--- src/rtl/multicycle_controller.sv ---
// Main control FSM for the multicycle RV32I datapath.
// Latency: Moore outputs per state; branch 3, R/I/sw/lui/jal 4, lw/jalr 5 cycles.
// No backpressure: advances every cycle; ILLEGAL holds (or refetches) per HALT_ON_ILLEGAL.
module multicycle_controller #(
  parameter logic HALT_ON_ILLEGAL = 1'b1
) (
  input  logic       clk,
  input  logic       rst_n,
  input  logic [6:0] op,
  input  logic [2:0] funct3,
  input  logic       f7b5,
  input  logic       zero,
  input  logic       lt,
  input  logic       bge,
  output logic       PCWrite,
  output logic       AdrSrc,
  output logic       MemWrite,
  output logic       IRWrite,
  output logic       RegWrite,
  output logic [1:0] ResultSrc,
  output logic [1:0] ALUSrcA,
  output logic [1:0] ALUSrcB,
  output logic [2:0] ALUControl,
  output logic [2:0] ImmSrc,
  output logic       illegal
);

  localparam logic [6:0] OP_LOAD   = 7'b0000011;
  localparam logic [6:0] OP_STORE  = 7'b0100011;
  localparam logic [6:0] OP_R      = 7'b0110011;
  localparam logic [6:0] OP_I      = 7'b0010011;
  localparam logic [6:0] OP_BRANCH = 7'b1100011;
  localparam logic [6:0] OP_JAL    = 7'b1101111;
  localparam logic [6:0] OP_JALR   = 7'b1100111;
  localparam logic [6:0] OP_LUI    = 7'b0110111;

  localparam logic [2:0] ALU_ADD  = 3'd0;
  localparam logic [2:0] ALU_SUB  = 3'd1;
  localparam logic [2:0] ALU_AND  = 3'd2;
  localparam logic [2:0] ALU_OR   = 3'd3;
  localparam logic [2:0] ALU_SLT  = 3'd4;
  localparam logic [2:0] ALU_XOR  = 3'd5;
  localparam logic [2:0] ALU_SLTU = 3'd6;

  typedef enum logic [3:0] {
    S_FETCH, S_DECODE, S_MEMADR, S_MEMREAD, S_MEMWB, S_MEMWRITE,
    S_EXECR, S_EXECI, S_ALUWB, S_BRANCH, S_JAL, S_JALR1, S_JALR2,
    S_LUI, S_ILLEGAL
  } state_t;

  state_t     state_q, state_d;
  logic [2:0] funct_alu;
  logic       shift_f3;

  // Shift encodings are not supported by this ALU and are trapped as illegal.
  assign shift_f3 = (funct3 == 3'b001) || (funct3 == 3'b101);

  // State register; async reset lands directly in FETCH so no write strobe survives.
  always_ff @(posedge clk or negedge rst_n) begin
    if (!rst_n) state_q <= S_FETCH;
    else        state_q <= state_d;
  end

  // ALU operation for R/I execute; SUB only for R-type (op[5]) with f7b5.
  always_comb begin
    funct_alu = ALU_ADD;
    case (funct3)
      3'b000:  funct_alu = (op[5] && f7b5) ? ALU_SUB : ALU_ADD;
      3'b010:  funct_alu = ALU_SLT;
      3'b011:  funct_alu = ALU_SLTU;
      3'b100:  funct_alu = ALU_XOR;
      3'b110:  funct_alu = ALU_OR;
      3'b111:  funct_alu = ALU_AND;
      default: funct_alu = ALU_ADD;
    endcase
  end

  // Immediate format follows the opcode directly, independent of state.
  always_comb begin
    ImmSrc = 3'b000;
    case (op)
      OP_STORE:  ImmSrc = 3'b001;
      OP_BRANCH: ImmSrc = 3'b010;
      OP_JAL:    ImmSrc = 3'b011;
      OP_LUI:    ImmSrc = 3'b100;
      default:   ImmSrc = 3'b000;
    endcase
  end

  // Next-state and Moore output decode; everything defaults to 0.
  always_comb begin
    state_d    = state_q;
    PCWrite    = 1'b0;
    AdrSrc     = 1'b0;
    MemWrite   = 1'b0;
    IRWrite    = 1'b0;
    RegWrite   = 1'b0;
    ResultSrc  = 2'b00;
    ALUSrcA    = 2'b00;
    ALUSrcB    = 2'b00;
    ALUControl = ALU_ADD;
    illegal    = 1'b0;
    case (state_q)
      S_FETCH: begin
        IRWrite   = 1'b1;
        ALUSrcB   = 2'b10;
        ResultSrc = 2'b10;
        PCWrite   = 1'b1;
        state_d   = S_DECODE;
      end
      S_DECODE: begin
        ALUSrcA = 2'b01;
        ALUSrcB = 2'b01;
        case (op)
          OP_LOAD, OP_STORE: state_d = S_MEMADR;
          OP_R:      state_d = shift_f3 ? S_ILLEGAL : S_EXECR;
          OP_I:      state_d = shift_f3 ? S_ILLEGAL : S_EXECI;
          // Valid branch funct3 values (beq/bne/blt/bge) all have bit 1 clear.
          OP_BRANCH: state_d = funct3[1] ? S_ILLEGAL : S_BRANCH;
          OP_JAL:    state_d = S_JAL;
          OP_JALR:   state_d = S_JALR1;
          OP_LUI:    state_d = S_LUI;
          default:   state_d = S_ILLEGAL;
        endcase
      end
      S_MEMADR: begin
        ALUSrcA = 2'b10;
        ALUSrcB = 2'b01;
        state_d = op[5] ? S_MEMWRITE : S_MEMREAD;
      end
      S_MEMREAD: begin
        AdrSrc  = 1'b1;
        state_d = S_MEMWB;
      end
      S_MEMWB: begin
        ResultSrc = 2'b01;
        RegWrite  = 1'b1;
        state_d   = S_FETCH;
      end
      S_MEMWRITE: begin
        AdrSrc   = 1'b1;
        MemWrite = 1'b1;
        state_d  = S_FETCH;
      end
      S_EXECR: begin
        ALUSrcA    = 2'b10;
        ALUControl = funct_alu;
        state_d    = S_ALUWB;
      end
      S_EXECI: begin
        ALUSrcA    = 2'b10;
        ALUSrcB    = 2'b01;
        ALUControl = funct_alu;
        state_d    = S_ALUWB;
      end
      S_ALUWB: begin
        RegWrite = 1'b1;
        state_d  = S_FETCH;
      end
      S_BRANCH: begin
        ALUSrcA    = 2'b10;
        ALUControl = ALU_SUB;
        PCWrite    = ((funct3 == 3'b000) &&  zero) ||
                     ((funct3 == 3'b001) && !zero) ||
                     ((funct3 == 3'b100) &&  lt)   ||
                     ((funct3 == 3'b101) &&  bge);
        state_d    = S_FETCH;
      end
      S_JAL: begin
        ALUSrcA = 2'b01;
        ALUSrcB = 2'b10;
        PCWrite = 1'b1;
        state_d = S_ALUWB;
      end
      S_JALR1: begin
        ALUSrcA = 2'b10;
        ALUSrcB = 2'b01;
        state_d = S_JALR2;
      end
      S_JALR2: begin
        PCWrite = 1'b1;
        ALUSrcA = 2'b01;
        ALUSrcB = 2'b10;
        state_d = S_ALUWB;
      end
      S_LUI: begin
        ALUSrcA = 2'b11;
        ALUSrcB = 2'b01;
        state_d = S_ALUWB;
      end
      S_ILLEGAL: begin
        illegal = 1'b1;
        state_d = HALT_ON_ILLEGAL ? S_ILLEGAL : S_FETCH;
      end
      default: state_d = S_FETCH;
    endcase
  end

endmodule

--- config.mk ---
export PLATFORM = sky130hd
export DESIGN_NAME = multicycle_controller
export DESIGN_NICKNAME = d
export VERILOG_FILES = /design/src/rtl/multicycle_controller.sv
export SDC_FILE = /design/constraint.sdc
export NUM_CORES = 1
export LEC_CHECK = 0
export CAP_MARGIN = 20
export CORE_AREA = 3 3 40 42
export CTS_BUF_LIST = sky130_fd_sc_hd__clkbuf_2
export DETAILED_ROUTE_END_ITERATION = 10
export DIE_AREA = 0 0 43 45
export DONT_BUFFER_PORTS = 1
export GPL_ROUTABILITY_DRIVEN = 1
export PLACE_DENSITY = 0.74
export SLEW_MARGIN = 10
export SYNTH_ARGS = -nofsm -noshare
export SYNTH_HDL_FRONTEND = slang
export SYNTH_SLANG_ARGS = --single-unit
--- constraint.sdc ---
create_clock -name clk -period 1.4 [get_ports clk]
set_clock_uncertainty 0.05 [all_clocks]
set_input_delay 0.14 -clock clk [delete_from_list [all_inputs] [get_ports clk]]
set_output_delay 0.14 -clock clk [all_outputs]
set_load 0.02 [all_outputs]
* After elaboration in Yosys (flattened, before gate mapping)
Cells that the tools add are included.
Operators by class: equality and inequality tests 29, $lt $le $gt $ge 0, multipliers 0, reductions and logical operators 21, bitwise logic cells 0, multiplexer cells 19, $add $sub $neg 0, shifts and indexed selects 0, divide/modulo/power cells 0
Operators by type and width (count):
- $pmux W4 S7 | 2
- $eq A4 B4 Y1 const B | 7
- $eq A7 B6 Y1 const B | 3
- $eq A7 B7 Y1 const B | 3
- $pmux W3 S6 | 1
- $eq A4 B3 Y1 const B | 4
- $reduce_or A5 Y1 | 3
- $eq A3 B3 Y1 const B | 4
- $pmux W3 S4 | 1
- $eq A4 B2 Y1 const B | 2
- $mux W4 | 2
- $pmux W2 S2 | 2
- $reduce_or A2 Y1 | 4
- $eq A7 B2 Y1 const B | 1
- $eq A7 B5 Y1 const B | 1
- $eq A3 B2 Y1 const B | 2
- $mux W1 | 6
- $mux W3 | 2
- $pmux W2 S3 | 1
- $pmux W3 S2 | 1
- $reduce_or A3 Y1 | 2
- $logic_and A1 B1 Y1 | 5
- $eq A4 B1 Y1 const B | 1
- $logic_not A4 Y1 | 1
- other kinds (5) | 8
Storage, ports and cells: flip-flop bits (word level) 4, output and inout bits 18, bits in writable memories 0, memories 0, word-level logic and storage cells 70, bits in latches 0, bits in read-only memories 0

* Longest topological paths before layout
depth after elaboration 6, gate-level depth with buffers 5, depth with buffers taken out 4

* Worst setup path after synthesis
No wires, ideal clock.
kind register to output, from register state_q[1], to output ResultSrc[1], data arrival time 1.738 ns, cell stages (with the launch flop) 5, setup slack -0.528 ns, path through dfrtp_1 buf_2 buf_2 nor4_1 buf_4
On the way: longest elaborated chain between the ends 2, elaborated cells between the ends (all ways) 3, those cells by class eq/ne: 1; mux: 1; reduce/logical: 1
RTL lines:
- start, declared | line 51 | state_t state_q, state_d;
- start signal, assigned | line 61 | else state_q <= state_d;
- $eq A4 B3 Y1 / $logic_not A4 Y1 (equally long branches) | line 103 | case (state_q)
- $pmux W2 S2 (*) | line 103
- end, declared | line 20 | output logic [1:0] ResultSrc,
Every way passes the cells marked *; elsewhere a longest branch is shown, timed or not.

* Worst setup path in the final report
from register state_q[3], to output PCWrite
On the way: longest elaborated chain between the ends 3, elaborated cells between the ends (all ways) 6, those cells by class eq/ne: 3; mux: 1; reduce/logical: 2
RTL lines:
- $eq A4 B4 Y1 / $logic_not A4 Y1 (equally long branches) | line 103
- $reduce_or A3 Y1 (no line)
- $pmux W1 S2 (*) | line 103
- end, declared | line 15 | output logic PCWrite,
Marked as above.

==> metrics.txt <==
failing checks negative setup slack; DR iter-0 viols 12; Netlist Area Pre-Place between 700 and 800 um^2; Via Count 860; Die W between 40 and 50 um; Post-synth ARST share 1.00; Post-Syn Area per Cell 6.75 um^2; final design utilization 0.779; worst skew pair latency around 210 ps; ant diodes 0; FP Rows 13; WL per Instance 13.8 um; Net Count, Synth 122; Seq/Total Area, Yosys 0.140; final hold violations 0; CTS root buf clkbuf_2; Die H 45 um; number of synthesized register bits 4; Setup crit start kind flip-flop; maximum clock path buffer count 2; Reg clk slew, reported paths 40 ps; Non-Filler Instances between 100 and 150; Largest Register state_q; top post-synthesis cells by area dfrtp_1 14%, nand2_1 6.3%, nor2_1 5.8%, a21oi_1 5.6%, nand2b_1 4.4%; clock sinks 4; PD cells 1960 nW/um^2; most area-hungry cell type in the Yosys netlist dfrtp_1; Arr. time, crit path 1490 ps; Fin Setup TNS -1560 ps; CTS Buf Count 3; CTS tree yes; post-synth cell types 39; number of synthesized flops with an enable pin 0; Tcrit/Tclk final 1.20; Critical Path End Type output port; largest registers state_q (4); largest net degree at the start of global routing 13; Max Clk Rate around 590 MHz; total global routing overflow 0; layout cells sized above 1 0.380; vias in the first global route between 700 and 800; most frequently used flop master after synthesis dfrtp_1; CP Cell Sequence nor2b_2 -> or3_4 -> a21oi_4 -> a41o_1; CP max-delay cell or3_4; synthesized instance count 106; gpl congestion 0.847; Final HPWL DP 1.51 mm; H-tree Lvls 1; Die Area 1940 um^2; slew margin rel. 0.792; max incr delay on CP 390 ps; placed instance area roughly 900 um^2; DRC 0; LEAKAGE around 0.45 nW; CP Data Required Time 1210 ps; Commonest cells post-synth 12 x nand2_1, 11 x nor2_1, 8 x a21oi_1, 6 x o21ai_0; Detailed Route WL 1.99 mm; FILL cells 99; slew at the pin with the worst max-slew slack 311 ps; initial antenna violation count 0; Final WS setup -281 ps; Routed Antenna Nets 0; max-cap violation count 0; Final Net Count 147; min-delay worst type in2reg; final max-slew violation count 0; Worst IR Drop VDD 0.784 mV; Via density 5.97; Boundary Pins 34; first-pass GRT wire length around 3.2 mm; Yosys Warn Count 0; # setup viols final 15; Yosys top cell area share 0.140; Initial Util 0.557; drt first pass iters 5; CP Max Fanout 3; Placed Instances ~140; RSZ-0062 raised after global routing yes; Crit Path Class reg2out; most numerous cell in the Yosys netlist nand2_1; outcome complete, but fails checks; CORE AREA approximately 1300 um^2; count of input and output buffers 0; Finished Cell Area 1000 um^2; max reg flops 4; gr usage total 0.211; Final Critical Period 1680 ps; synthesis-to-finish area growth 39.9%; Setup WS pre-CTS -50.3 ps
cell usage in the layout, fill, tap and decap left out, drive strengths merged, types with 4 or more instances in the layout:
cell type	instances
nand3	5
a21oi	9
nor2b	4
inv	4
nand2b	5
buf	28
nor2	11
dfrtp	4
nand2	12
o21ai	7
kinds of logic after synthesis:
family,after synthesis,share of synthesized area
and+or+nand+nor,54,0.421
AOI/OAI and AO/OA,31,0.281
buffers and inverters,13,0.107
DFF,4,0.140
xor gates and xnor gates,3,0.0367
muxes,1,0.0140
worst paths after layout:
check	startpoint	to	slack, ps	cells past startpoint
worst max register to register	state_q[2]$_DFF_PN0_	state_q[3]$_DFF_PN0_	-20	7
worst min-delay path	op[3]	state_q[1]$_DFF_PN0_	160	3
min in group asynchronous	rst_n	state_q[2]$_DFF_PN0_	170	1
worst max-delay path	state_q[3]$_DFF_PN0_	PCWrite	-280	4
max in group asynchronous	rst_n	state_q[0]$_DFF_PN0_	940	1
worst min register to register	state_q[0]$_DFF_PN0_	state_q[1]$_DFF_PN0_	600	2
cell type report:
cell class	count	area (um^2)	area share
Multi-Input combinational cell	89	619	0.619
Timing Repair Buffer	29	231	0.231
Sequential cell	4	101	0.101
Tap cell	15	18.8	0.0188
Clock buffer	3	15.0	0.0150
Inverter	4	15.0	0.0150
timing repair:
| action | 4_1_cts | 5_1_grt |
|---|---|---|
| hold endpoints to repair | 4 | 0 |
| setup buffers | 6 | 0 |
| gates cloned | 0 | 0 |
| resized for setup | 16 | 3 |
| setup endpoints to repair | 14 | 17 |
| pin swaps | 3 | 4 |
| hold buffers | 1 | 0 |
routing by layer:
layer	up-vias	wire length (um)	track usage
li1	435	-	-
met4	0	17	0.0843
met3	2	111	0.0279
met2	33	998	0.350
met1	390	865	0.278
met5	-	0	0
stage by stage:
step | power (W) | hold WS, ps
after floorplan | 0.00125 | -206
after global placement | 0.00158 | -206
after detailed placement | 0.00162 | -206
after CTS | 0.00195 | 150
after global routing | 0.00208 | 182
final | 0.00196 | 156
critical path: cells and delay by family, from the launching register on:
family / cells / cell delay, ps
AND/OR/NAND/NOR: 2 / 560
AO/OA/AOI/OAI: 2 / 360
flip-flops: 1 / 360
report_power, final:
group	internal (W)	switching [W]	leakage [nW]	total, W
sequential	0.000167	0.0000431	0.0500	0.000210
clock	0.0000575	0.0000449	0.0125	0.000102
combinational	0.000765	0.000882	0.383	0.00165
(Power assumes the default switching activity.)
